### src/rtl/fetch_queue.sv
// Instruction-fetch front end: PC generator, one-deep request tracking and a
// DEPTH-entry {pc, inst} prefetch FIFO presented to decode with valid/ready.
module fetch_queue #(
  parameter int                 XLEN     = 32,
  parameter int                 IM_AW    = 14,
  parameter int                 DEPTH    = 4,
  parameter logic [XLEN-1:0]    RESET_PC = '0
) (
  input  logic                       clk,
  input  logic                       rst,
  input  logic                       redirect_valid,
  input  logic [XLEN-1:0]            redirect_pc,
  output logic                       im_en,
  output logic [IM_AW-1:0]           im_addr,
  input  logic [31:0]                im_rdata,
  output logic                       inst_valid,
  input  logic                       inst_ready,
  output logic [XLEN-1:0]            inst_pc,
  output logic [31:0]                inst,
  output logic [$clog2(DEPTH):0]     occupancy
);

  localparam int              PW      = $clog2(DEPTH);
  localparam int              OW      = PW + 1;
  localparam logic [XLEN-1:0] PC_MASK = ~(XLEN'(3));
  localparam logic [OW:0]     DEPTH_W = (OW+1)'(DEPTH);

  logic [XLEN-1:0] fetch_pc_q, fetch_pc_d;
  logic [XLEN-1:0] infl_pc_q, infl_pc_d;
  logic            inflight_q, inflight_d;
  logic [PW-1:0]   wr_ptr_q, wr_ptr_d;
  logic [PW-1:0]   rd_ptr_q, rd_ptr_d;
  logic [OW-1:0]   occ_q, occ_d;

  logic [XLEN-1:0] pc_mem   [DEPTH];
  logic [31:0]     inst_mem [DEPTH];

  logic            pop, push, issue, flush;
  logic [OW:0]     credit;
  logic [XLEN-1:0] issue_pc;

  always_comb begin
    flush      = redirect_valid & ~rst;
    inst_valid = (occ_q != '0) & ~redirect_valid;
    pop        = inst_valid & inst_ready;
    // A response arriving in a redirect cycle belongs to the stale stream.
    push       = inflight_q & ~redirect_valid;
    // Entries held plus the one response still owed must leave room.
    credit     = {1'b0, occ_q} + (OW+1)'(inflight_q) - (OW+1)'(pop);
    issue      = ~rst & (redirect_valid | (credit < DEPTH_W));
    issue_pc   = flush ? (redirect_pc & PC_MASK) : fetch_pc_q;

    fetch_pc_d = issue ? issue_pc + XLEN'(4) : fetch_pc_q;
    inflight_d = issue;
    infl_pc_d  = issue ? issue_pc : infl_pc_q;

    wr_ptr_d   = wr_ptr_q;
    rd_ptr_d   = rd_ptr_q;
    occ_d      = occ_q;
    if (redirect_valid) begin
      wr_ptr_d = '0;
      rd_ptr_d = '0;
      occ_d    = '0;
    end else begin
      if (push) wr_ptr_d = wr_ptr_q + PW'(1);
      if (pop)  rd_ptr_d = rd_ptr_q + PW'(1);
      occ_d = occ_q + OW'(push) - OW'(pop);
    end
  end

  always_ff @(posedge clk or posedge rst) begin
    if (rst) begin
      fetch_pc_q <= RESET_PC & PC_MASK;
      inflight_q <= 1'b0;
      wr_ptr_q   <= '0;
      rd_ptr_q   <= '0;
      occ_q      <= '0;
    end else begin
      fetch_pc_q <= fetch_pc_d;
      inflight_q <= inflight_d;
      wr_ptr_q   <= wr_ptr_d;
      rd_ptr_q   <= rd_ptr_d;
      occ_q      <= occ_d;
    end
  end

  // Data storage carries no reset; occupancy gates every use of it.
  always_ff @(posedge clk) begin
    infl_pc_q <= infl_pc_d;
    if (push) begin
      pc_mem[wr_ptr_q]   <= infl_pc_q;
      inst_mem[wr_ptr_q] <= im_rdata;
    end
  end

  assign im_en     = issue;
  assign im_addr   = issue_pc[IM_AW+1:2];
  assign occupancy = occ_q;
  assign inst_pc   = (occ_q != '0) ? pc_mem[rd_ptr_q]   : '0;
  assign inst      = (occ_q != '0) ? inst_mem[rd_ptr_q] : '0;

endmodule

### config.mk
export PLATFORM = sky130hd
export DESIGN_NAME = fetch_queue
export DESIGN_NICKNAME = d
export VERILOG_FILES = /design/src/rtl/fetch_queue.sv
export SDC_FILE = /design/constraint.sdc
export NUM_CORES = 1
export LEC_CHECK = 0
export CAP_MARGIN = 20
export CORE_AREA = 2 2 164 166
export CTS_CLUSTER_DIAMETER = 200
export DETAILED_ROUTE_END_ITERATION = 12
export DIE_AREA = 0 0 166 168
export PLACE_DENSITY_LB_ADDON = 0.2
export SYNTH_ARGS = -nofsm -noshare
export SYNTH_HDL_FRONTEND = slang
export SYNTH_SLANG_ARGS = --single-unit
### constraint.sdc
create_clock -name clk -period 8.5 [get_ports clk]
set_input_delay 1.7 -clock clk [delete_from_list [all_inputs] [get_ports clk]]
set_output_delay 1.7 -clock clk [all_outputs]
set_load 0.005 [all_outputs]
# [Word level (Yosys, flattened, before mapping)]
# Memories as Yosys holds them, arrays and structs flattened.
# Cells that the tools add are included.
[totals] register_bits=72 mem_count=2 in_bits=68 mem_bits_rw=256
[op_classes] add_sub_neg=7 n_mux=10 magnitude_cmp=1 reduce_logical=3 n_bitwise=8
[memory_table] memory="inst_mem" depth=4 width=32 rd=1 rd_ports_with_merged_regs=0 wr=1 line_no="36" text="logic [31:0] inst_mem [DEPTH];"
[memory_table] memory="pc_mem" depth=4 width=32 rd=1 rd_ports_with_merged_regs=0 wr=1 line_no="35" text="logic [XLEN-1:0] pc_mem [DEPTH];"
[ops] cell="$mux W32" count=3
[ops] cell="$add A32 B3 Y32 const B" count=1
[ops] cell="$mux W2" count=4
[ops] cell="$and A1 B1 Y1" count=5
[ops] cell="$add A2 B1 Y2 const B" count=2
[ops] cell="$add A3 B1 Y4" count=1
[ops] cell="$lt A4 B3 Y1 const B" count=1
[ops] cell="$reduce_bool A2 Y1" count=2
[ops] cell="$sub A4 B1 Y4" count=1
[ops] cell="$add A3 B1 Y3" count=1
[ops] cell="$mux W3" count=1
[ops] cell="$reduce_bool A3 Y1" count=1
[ops] cell="$sub A3 B1 Y3" count=1
[ops] cell="$mux W1" count=2
[ops] cell="$not A1 Y1" count=2
[ops] cell="$or A1 B1 Y1" count=1

# [Longest topological paths before layout]
# Gate-level depths: netlist of run 1.
[depth] depth_word=7 depth_mapped=14 ltp_nobuf=10

# [Least setup slack after synthesis of run 1]
# Ideal clock, no wire load.
[synth_path] kind="in2out" start="input port redirect_valid" end="output port im_en" arrival_time_ns=3.958 setup_slack_ns=2.842 t_required_ns=6.800 path_stages=11 path_cell_list="clkbuf_1 or3_1 ha_1 or3_1 a31oi_1 a311o_1 buf_2 nand2_4 inv_4 buf_2 buf_6"
[synth_via] elab_chain_len=7
[synth_lines] item="from (decl)" line_no="11" text="input logic redirect_valid,"
[synth_lines] item="$not A1 Y1" line_no="44" text="inst_valid = (occ_q != '0) & ~redirect_valid;"
[synth_lines] item="$and A1 B1 Y1" line_no="44"
[synth_lines] item="$and A1 B1 Y1" line_no="45" text="pop = inst_valid & inst_ready;"
[synth_lines] item="$sub A4 B1 Y4" line_no="49" text="credit = {1'b0, occ_q} + (OW+1)'(inflight_q) - (OW+1)'(pop);"
[synth_lines] item="$lt A4 B3 Y1" line_no="50" text="issue = ~rst & (redirect_valid | (credit < DEPTH_W));"
[synth_lines] item="$or A1 B1 Y1 *" line_no="50"
[synth_lines] item="$and A1 B1 Y1 *" line_no="50"
[synth_lines] item="to (decl)" line_no="13" text="output logic im_en,"
# Every way passes the cells marked *; elsewhere a longest branch is shown, timed or not.

# [Worst setup path in the final report of run 1]
# Ends and elaborated chain as after synthesis.

==> results of run 1 <==
[state kept, by name (all words and copies together), names as in the netlist]
register	flops
wr_ptr_q	2
rd_ptr_q	2
inflight_q	1
infl_pc_q	32
pc_mem	128
fetch_pc_q	32
occupancy	3
inst_mem	128
[where the power goes]
part | switching, mW | leakage [nW] | total [mW] | internal, mW
registers | 0.179 | 3.10 | 2.26 | 2.08
clock network | 0.583 | 0.553 | 1.48 | 0.897
logic | 0.761 | 1.86 | 1.67 | 0.905
[worst register-to-register path: cells and delay by family, from the launching register on]
| family | cells | cell delay, ns |
|---|---|---|
| simple gates | 5 | 1.12 |
| buf+inv | 3 | 0.94 |
| flops | 1 | 0.45 |
| mux | 1 | 0.43 |
| compound gates | 2 | 0.41 |
| fa+ha+maj | 1 | 0.21 |
[synthesized netlist by cell type (all sizes together) (2+ instances only)]
cell and instances:
edfxtp 288, nand2 80, and2 72, mux4 64, dfrtp 40, a21oi 36, buf 34, xnor2 25
clkbuf 18, mux2 17, nor2 16, mux2i 14, inv 12, o21ai 10, nor3 9, ha 8
nand4 7, nor4 7, nand3 5, xor2 5, and3 4, nor2b 4, a31oi 3, nand2b 3
o31ai 3, or3 3, nor3b 2, o2111ai 2, o211ai 2, o41ai 2
[placed cells by master (no fill, tap or decap), drive strengths merged, types with 2 or more instances in the layout]
| cell | n |
|---|---|
| or3 | 3 |
| nor2 | 16 |
| inv | 12 |
| xnor2 | 25 |
| nor3b | 2 |
| edfxtp | 288 |
| a21oi | 36 |
| nand3 | 5 |
| and3 | 4 |
| xor2 | 5 |
| clkinvlp | 2 |
| o2111ai | 2 |
| o41ai | 2 |
| nand2b | 3 |
| clkinv | 8 |
| a31oi | 3 |
| mux4 | 64 |
| nor4 | 7 |
| clkbuf | 49 |
| clkdlybuf4s50 | 148 |
| bufinv | 2 |
| and2 | 72 |
| nor2b | 4 |
| o31ai | 3 |
| o211ai | 2 |
| o21ai | 10 |
| nand4 | 7 |
| mux2 | 17 |
| dfrtp | 40 |
| buf | 7 |
| nor3 | 9 |
| nand2 | 80 |
| ha | 8 |
| mux2i | 14 |
[cells by family (layout without fill, tap and decap cells)]
family                   Yosys count  after routing
buffers and inverters             64            228
adder cells (fa/ha/maj)            9              9
XOR/XNOR                          30             30
AO/OA/AOI/OAI                     62             62
multiplexers                      95             95
AND/OR/NAND/NOR                  216            216
other                              0              1
flip-flops                       328            328
[through the flow]
| step | util [%] | std cells | setup slack [ns] |
|---|---|---|---|
| 3_5_place_dp | 58.5 | 1248 | 2.12 |
| 3_3_place_gp | 58.5 | 1248 | 2.17 |
| 5_1_grt | 62.8 | 1310 | 1.99 |
| 6_report | 62.8 | 1310 | 2.12 |
| 4_1_cts | 62.8 | 1309 | 2.10 |
| 2_1_floorplan | - | 804 | 2.84 |
[layer usage]
metal,GRT usage [%],share of wire (%),up-vias
li1,-,-,3343
met1,27.4,44,3717
met2,32.4,49,205
met3,3.20,5.3,35
met4,4.95,1.7,0
met5,0,0,-
[area by class of cell]
| cell class | count | area (um2) |
|---|---|---|
| Timing Repair Buffer | 155 | 1530 |
| Clock inverter | 12 | 115 |
| Antenna cell | 1 | 2.50 |
| Sequential cell | 328 | 9660 |
| Inverter | 12 | 47.5 |
| Multi-Input combinational cell | 412 | 3740 |
| Tap cell | 341 | 427 |
| Fill cell | 1923 | 9800 |
| Clock buffer | 49 | 1020 |
[worst min path at each step]
stage / to / slack [ns]
after floorplan: fetch_pc_q[0] / 0.44
after global placement: fetch_pc_q[1] / 0.46
after detailed placement: fetch_pc_q[1] / 0.47
after CTS: fetch_pc_q[1] / 0.48
after global routing: fetch_pc_q[0] / 0.50
final: fetch_pc_q[1] / 0.47
==> flow_summary.yaml, run 1 <==
detailed_routing:
  wl_per_cell_um: 20.4
  vias: 7300
  drtIter0Drc: 526
  drt_wl_total_mm: 26.7
  dr.pass1.iters: 5
  drc_errors: 0
  vias_per_cell: 5.57
  ant_nets: 0
power:
  p_total_mw: 5.41
  power_density_nw_per_um2: 327
  ir_drop_v: 0.000231
  power.leakage_nw: 5.51
status:
  status: "finished clean"
logic_synthesis:
  synthMuxAreaShare_pct: 13.3
  synth_top_family_by_area: "multiplexers"
  synth_nets: 881
  synth_fa_ha_area_share_pct: 0.876
  yosysSeqAreaShare_pct: 70.3
  synthFlopType: "edfxtp_1"
  synthXorXnorAreaFrac_pct: 1.92
  syn_avg_cell_area_um2: 17.1
  synth-edff-count: 288
  netlist-cell-type-count: 54
  yosysTopAreaCell: "edfxtp_1"
  async_flop_share_pct: 12.2
  synthTopCellsByArea: "edfxtp_1 63%, mux4_2 11%, dfrtp_1 7.3%"
  syn-cell-area_um2: 13700
  synth-compound-area-share_pct: 2.64
  synth.yosys.warnings: 0
  synth-simple-area-share_pct: 8.52
  yosysTopAreaCellShare_pct: 63.0
  syn_inst: 804
  synth_seq_cells: 328
place:
  portBuffers: 148
  place_hpwl_mm: 15.2
  post_dp_cell_area_um2: 15400
  gp_congestion: 0.801
layout:
  nets: 1020
  drive_gt1_share_pct: 16.2
  postLayoutCellArea_um2: 16500
  syn_to_final_growth_pct: 20.6
global_route:
  grt_max_degree: 67
  antenna_found_initial: 1
  grt_pass1_wl_mm: 42.5
  overflow: 0
  grtUsageTotal_pct: 19.5
  first_global_vias: 7590
sta:
  slew_viol_final: 0
  fmax_mhz: 157
  final.period_utilization_pct: 75.1
  tightest_slew_ns: 1.02
  finalCriticalPeriod_ns: 6.38
  slew_headroom_pct: 31.7
  setup-violations-final: 0
  finalSetupTns_ns: 0
  hold_ws_ns: 0.474
  grt_setup_unrepaired: "false"
  clock_skew_ns: 0.0110
  hold_violations: 0
clock_tree:
  clockBufferDepth: 3
  numCtsBuffers: 34
  clock_sinks: 328
  cts_setup_buffers: 0
  clkTransAtPathRegs_ns: 0.06
  clkLatencyLatePin_ns: 0.50
  ctsResizeCount: 0
  ctsHoldBuffers: 0
  cts_tree: "done"
  cts_root_buf: "clkbuf_16"
  cts_max_level: 2
setup_path:
  crit_cells: 11
  cp_cell_sequence: "clkdlybuf4s50_1 > buf_4 > or3_1 > ha_1 > or3_1 > a31oi_1 > a311o_1 > buf_4 > nand2_4 > inv_4 > clkdlybuf4s50_1"
  path_buf_inv: 5
  crit_end: "im_en"
  critPathKind: "input pin to primary output"
  crit_slowest_cell: "clkdlybuf4s50_1"
  arrival_ns: 4.68
  cp-startpoint: "redirect_valid"
  start_kind: "input pin"
  crit_fanout: 19
  path_delay_family: "buffers and inverters"
  timing.rr.end: "fetch_pc_q[4]"
  rrSetupSlack_ns: 4.81
  cp-end-kind: "primary output"
  cp.required_ns: 6.80
  critPathMaxStageDelay_ns: 0.49
  reg2reg_depth: 12
  rr_startpoint: "occupancy[1]"
floorplanning:
  num_rows: 60
  die_area_um2: 27900
  core_um2: 26400
  die_x_um: 166
  initial_utilization_pct: 52.1
  ios: 151
  die_h_um: 168
run:
  cap_violations: 0
min_path:
  hold_class: "flop to flop"
  min_from: "fetch_pc_q[1]"
  holdPathStages: 1
Note: power is estimated with default switching activity, not from simulation.
==> run 2, diff against run 1 <==
==> constraint.sdc (replaced) <==
create_clock -name clk -period 5.9 [get_ports clk]
set_input_delay 1.18 -clock clk [delete_from_list [all_inputs] [get_ports clk]]
set_output_delay 1.18 -clock clk [all_outputs]
set_load 0.005 [all_outputs]
==> flow_summary.yaml, run 2 (synthesized netlist as in run 1, its figures left out) <==
layout:
  layout_common_cells: "288 x edfxtp_1, 148 x clkdlybuf4s50_1, 79 x nand2_1, 68 x and2_1, 64 x mux4_2"
  n_antenna_cell: 0
  reg_top3: "inst_mem x128, pc_mem x128"
  drive_gt1_share_pct: 16.1
  nets: 1021
  syn_to_final_growth_pct: 20.7
  finalNonFillerCells: 1308
  postLayoutCellArea_um2: 16600
  fill_cells: 1913
  final_common_cell: "edfxtp_1"
place:
  portBuffers: 148
  placedCellCount: 1249
  post_dp_cell_area_um2: 15400
  gp_congestion: 0.812
  pre_cts_ws_ns: 0.850
  place_hpwl_mm: 15.5
global_route:
  grtUsageTotal_pct: 19.5
  antenna_found_initial: 0
  grt_pass1_wl_mm: 42.3
  first_global_vias: 7580
  grt_max_degree: 67
  overflow: 0
sta:
  fmax_mhz: 198
  grt_setup_unrepaired: "false"
  hold_violations: 0
  final.period_utilization_pct: 85.8
  tightest_slew_ns: 1.04
  clock_skew_ns: 0.0160
  finalSetupTns_ns: 0
  setup_slack_ns: 0.839
  setup-violations-final: 0
  slew_viol_final: 0
  slew_headroom_pct: 30.4
  finalCriticalPeriod_ns: 5.06
clock_tree:
  cts_setup_buffers: 0
  ctsResizeCount: 0
  ctsHoldBuffers: 0
  clkTransAtPathRegs_ns: 0.05
  clock_sinks: 328
  cts_tree: "done"
  clockBufferDepth: 3
  cts_root_buf: "clkbuf_16"
  numCtsBuffers: 34
  cts_max_level: 2
  clkLatencyLatePin_ns: 0.51
setup_path:
  critPathMaxStageDelay_ns: 0.52
  arrival_ns: 3.88
  crit_cells: 10
  cp.required_ns: 4.72
  rr_startpoint: "occupancy[1]"
  rrSetupSlack_ns: 2.48
  cp-end-kind: "primary output"
  path_buf_inv: 3
  crit_end: "im_en"
  cp-startpoint: "inst_ready"
  crit_slowest_cell: "clkdlybuf4s50_1"
  crit_fanout: 6
  timing.rr.end: "fetch_pc_q[7]"
  critPathKind: "input pin to primary output"
  start_kind: "input pin"
  path_delay_family: "buffers and inverters"
  reg2reg_depth: 11
  cp_cell_sequence: "clkdlybuf4s50_1 > nand2_1 > or3_1 > ha_1 > or3_1 > a31oi_1 > a311o_1 > nand2_4 > inv_4 > clkdlybuf4s50_1"
power:
  power_density_nw_per_um2: 472
  switching_share_pct: 27.9
  p_seq_share_pct: 42.2
  p_int_mw: 5.64
  p_sw_mw: 2.18
  comb_power_share_pct: 30.1
  ir_drop_v: 0.000351
  p_total_mw: 7.82
  power.leakage_nw: 5.52
  clkPwrFrac_pct: 27.7
detailed_routing:
  ant_nets: 0
  vias: 7347
  dr.pass1.iters: 5
  vias_per_cell: 5.62
  wl_per_cell_um: 20.5
  drc_errors: 0
  drtIter0Drc: 549
  drt_wl_total_mm: 26.8
status:
  status: "finished clean"
floorplanning:
  ios: 151
  die_h_um: 168
  die_area_um2: 27900
  core_um2: 26400
  num_rows: 60
  initial_utilization_pct: 52.1
  die_x_um: 166
run:
  cap_violations: 0
min_path:
  hold_class: "flop to flop"
-- run 2: cell count changes in the layout (fill, tap and decap cells not counted) --
cell	previous run	this run
buf_4	7	8
bufinv_16	2	3
clkbuf_1	7	9
clkinv_1	3	1
clkinv_4	1	0
clkinvlp_4	2	0
diode_2	1	0
-- run 2: how the worst min path moves through the flow --
stage | from | endpoint | slack, ns | depth (start not counted)
after floorplan | fetch_pc_q[0] | fetch_pc_q[0] | 0.44 | 1
after global placement | fetch_pc_q[1] | fetch_pc_q[1] | 0.46 | 1
after detailed placement | fetch_pc_q[0] | fetch_pc_q[0] | 0.46 | 1
after CTS | fetch_pc_q[0] | fetch_pc_q[0] | 0.48 | 1
after global routing | fetch_pc_q[0] | fetch_pc_q[0] | 0.50 | 1
final | fetch_pc_q[0] | fetch_pc_q[0] | 0.48 | 1
-- run 2: through the flow --
step | util, % | hold slack (ns)
2_1_floorplan | - | 0.444
3_3_place_gp | 58.5 | 0.461
3_5_place_dp | 58.5 | 0.462
4_1_cts | 62.8 | 0.480
5_1_grt | 62.8 | 0.497
6_report | 62.8 | 0.475
-- run 2: power groups by stage --
stage          Sequential, mW  Combinational, mW  Clock (mW)
3_3_place_gp             3.33               2.37           0
6_report                 3.30               2.36        2.17
3_5_place_dp             3.36               2.39           0
4_1_cts                  3.31               2.40        2.21
5_1_grt                  3.36               2.56        2.30
2_1_floorplan            3.17               1.47           0
-- run 2: worst register-to-register path: cells and delay by family, from the launching register on --
family	cells	cell delay [ns]
compound gates	2	0.44
simple gates	5	1.11
buf+inv	2	0.67
flops	1	0.45
fa+ha+maj	1	0.21
mux	1	0.43
-- run 2: area by class of cell --
type | instances | area [um2] | area share (%)
sequential | 328 | 9660 | 58.3
timing repair buffer | 156 | 1540 | 9.31
inverter | 12 | 47.5 | 0.287
clock inverter | 8 | 114 | 0.688
multi-input combinational | 412 | 3740 | 22.6
clock buffer | 51 | 1030 | 6.21
tap | 341 | 427 | 2.58
-- run 2: routing by layer --
layer  track usage [%]  routed length [um]  up-vias
li1                  -                   -     3337
met1              26.7               11700     3752
met2              32.4               13200      210
met3              3.48                1330       48
met4              5.63                 630        0
met5                 0                   0        -
==> run 3, diff against run 2 <==
--- a/config.mk
+++ b/config.mk
@@ -6,11 +6,12 @@
 export NUM_CORES = 1
 export LEC_CHECK = 0
 export CAP_MARGIN = 20
-export CORE_AREA = 2 2 164 166
+export CORE_AREA = 2 2 178 180
 export CTS_CLUSTER_DIAMETER = 200
 export DETAILED_ROUTE_END_ITERATION = 12
-export DIE_AREA = 0 0 166 168
+export DIE_AREA = 0 0 180 182
 export PLACE_DENSITY_LB_ADDON = 0.2
+export REMOVE_ABC_BUFFERS = 1
 export SYNTH_ARGS = -nofsm -noshare
 export SYNTH_HDL_FRONTEND = slang
 export SYNTH_SLANG_ARGS = --single-unit
==> flow_summary.yaml, run 3 (synthesized netlist as in run 1, its figures left out) <==
detailed_routing:
  drc_errors: 0
  drtIter0Drc: 581
  wl_per_cell_um: 20.5
  vias: 7344
  ant_nets: 0
  drt_wl_total_mm: 28.3
  vias_per_cell: 5.33
  dr.pass1.iters: 5
sta:
  grt_setup_unrepaired: "false"
  finalSetupTns_ns: 0
  hold_ws_ns: 0.479
  setup_slack_ns: 0.829
  clock_skew_ns: 0.0205
  slew_headroom_pct: 27.4
  hold_violations: 0
  setup-violations-final: 0
  final.period_utilization_pct: 85.9
  slew_viol_final: 0
  tightest_slew_ns: 1.09
  fmax_mhz: 197
  finalCriticalPeriod_ns: 5.07
clock_tree:
  cts_setup_buffers: 0
  clockBufferDepth: 3
  clkTransAtPathRegs_ns: 0.06
  ctsHoldBuffers: 0
  clock_sinks: 328
  numCtsBuffers: 36
  cts_root_buf: "clkbuf_16"
  cts_max_level: 2
  cts_tree: "done"
  clkLatencyLatePin_ns: 0.50
  ctsResizeCount: 0
floorplanning:
  die_x_um: 180
  die_area_um2: 32800
  initial_utilization_pct: 44.3
  core_um2: 31000
  die_h_um: 182
  num_rows: 65
  ios: 151
global_route:
  first_global_vias: 7447
  grt_max_degree: 67
  grt_pass1_wl_mm: 43.8
  use_met1_pct: 24.5
  overflow: 0
  grtUsageTotal_pct: 17.3
  use_met3_pct: 3.71
  grt_busiest_layer: "met2"
  antenna_found_initial: 3
  grt_use_met2_pct: 27.6
layout:
  syn_to_final_growth_pct: 21.6
  fill_cells: 2508
  reg_top3: "inst_mem x128, pc_mem x128"
  drive_gt1_share_pct: 16.2
  nets: 1027
  layout_common_cells: "288 x edfxtp_1, 148 x clkdlybuf4s50_1, 79 x nand2_1, 68 x and2_1, 64 x mux4_2"
  final_common_cell: "edfxtp_1"
place:
  place_hpwl_mm: 16.5
  portBuffers: 148
  pre_cts_ws_ns: 0.847
  gp_congestion: 0.798
setup_path:
  path_buf_inv: 4
  critPathKind: "input pin to primary output"
  cp-end-kind: "primary output"
  arrival_ns: 3.89
  path_delay_family: "buffers and inverters"
  cp_cell_sequence: "clkdlybuf4s50_1 > buf_4 > or3_1 > ha_1 > or3_1 > a31oi_1 > a311o_1 > nand2_4 > inv_4 > clkdlybuf4s50_1"
  cp.required_ns: 4.72
  start_kind: "input pin"
  crit_slowest_cell: "clkdlybuf4s50_1"
  crit_fanout: 17
  critPathMaxStageDelay_ns: 0.49
min_path:
  hold_class: "flop to flop"
run:
  cap_violations: 0
power:
  power_density_nw_per_um2: 470
  power.leakage_nw: 5.55
  ir_drop_v: 0.000438
status:
  status: "finished clean"
[run 3: cell count changes in the layout (fill, tap and decap cells not counted)]
cell,change
clkinv_1,+7
buf_4,+3
buf_12,+1
clkbuf_1,-1
clkbuf_8,-1
clkinv_2,-1
diode_2,+1
[run 3: metrics by stage]
stage	instance area, um2	utilization, %	instances	power, mW
floorplan	13400	-	752	4.56
global placement	15500	50.1	1314	5.77
detailed placement	15500	50.1	1314	5.79
CTS	16700	53.8	1377	7.99
global route	16700	53.8	1377	8.29
finish	16700	53.8	1378	7.84
[run 3: worst register-to-register path, cell delays in order, from the launching register on]
cell	delay [ns]
dfrtp_1	0.43
or3_2	0.16
nand2_1	0.09
or3_1	0.36
ha_1	0.21
or3_1	0.37
a31oi_1	0.20
a311o_1	0.23
nand2_4	0.12
inv_4	0.08
buf_4	0.63
mux2_1	0.41
[run 3: final cells by class]
cell class	count	area, um2	area share [%]
inverters	12	47.5	0.285
flip-flops and latches	328	9660	57.9
well taps	402	503	3.01
clock inverters	14	135	0.810
multi-input cells	412	3740	22.4
diodes	1	2.50	0.0150
clock buffers	49	1010	6.06
repair buffers	160	1580	9.49
[run 3: worst paths after layout]
check	from	end	slack, ns	cells after the start
min reg2reg	fetch_pc_q[0]	fetch_pc_q[0]	0.48	1
max in group asynchronous	rst	rd_ptr_q[1]	3.86	3
max reg2reg	occupancy[1]	fetch_pc_q[7]	2.48	11
max	redirect_valid	im_en	0.83	10
min	fetch_pc_q[0]	fetch_pc_q[0]	0.48	1
min in group asynchronous	rst	fetch_pc_q[29]	1.50	3
[run 3: report_power, final]
| part | internal (mW) | leakage [nW] | total (mW) | switching (mW) |
|---|---|---|---|---|
| clock | 1.32 | 0.561 | 2.16 | 0.836 |
| combinational | 1.32 | 1.89 | 2.42 | 1.10 |
| sequential | 3.00 | 3.10 | 3.26 | 0.261 |
[run 3: layer usage]
layer	wire (um)	up-vias
met3	1670	47
met4	573	4
li1	-	3360
met1	12600	3707
met5	23	-
met2	13300	226
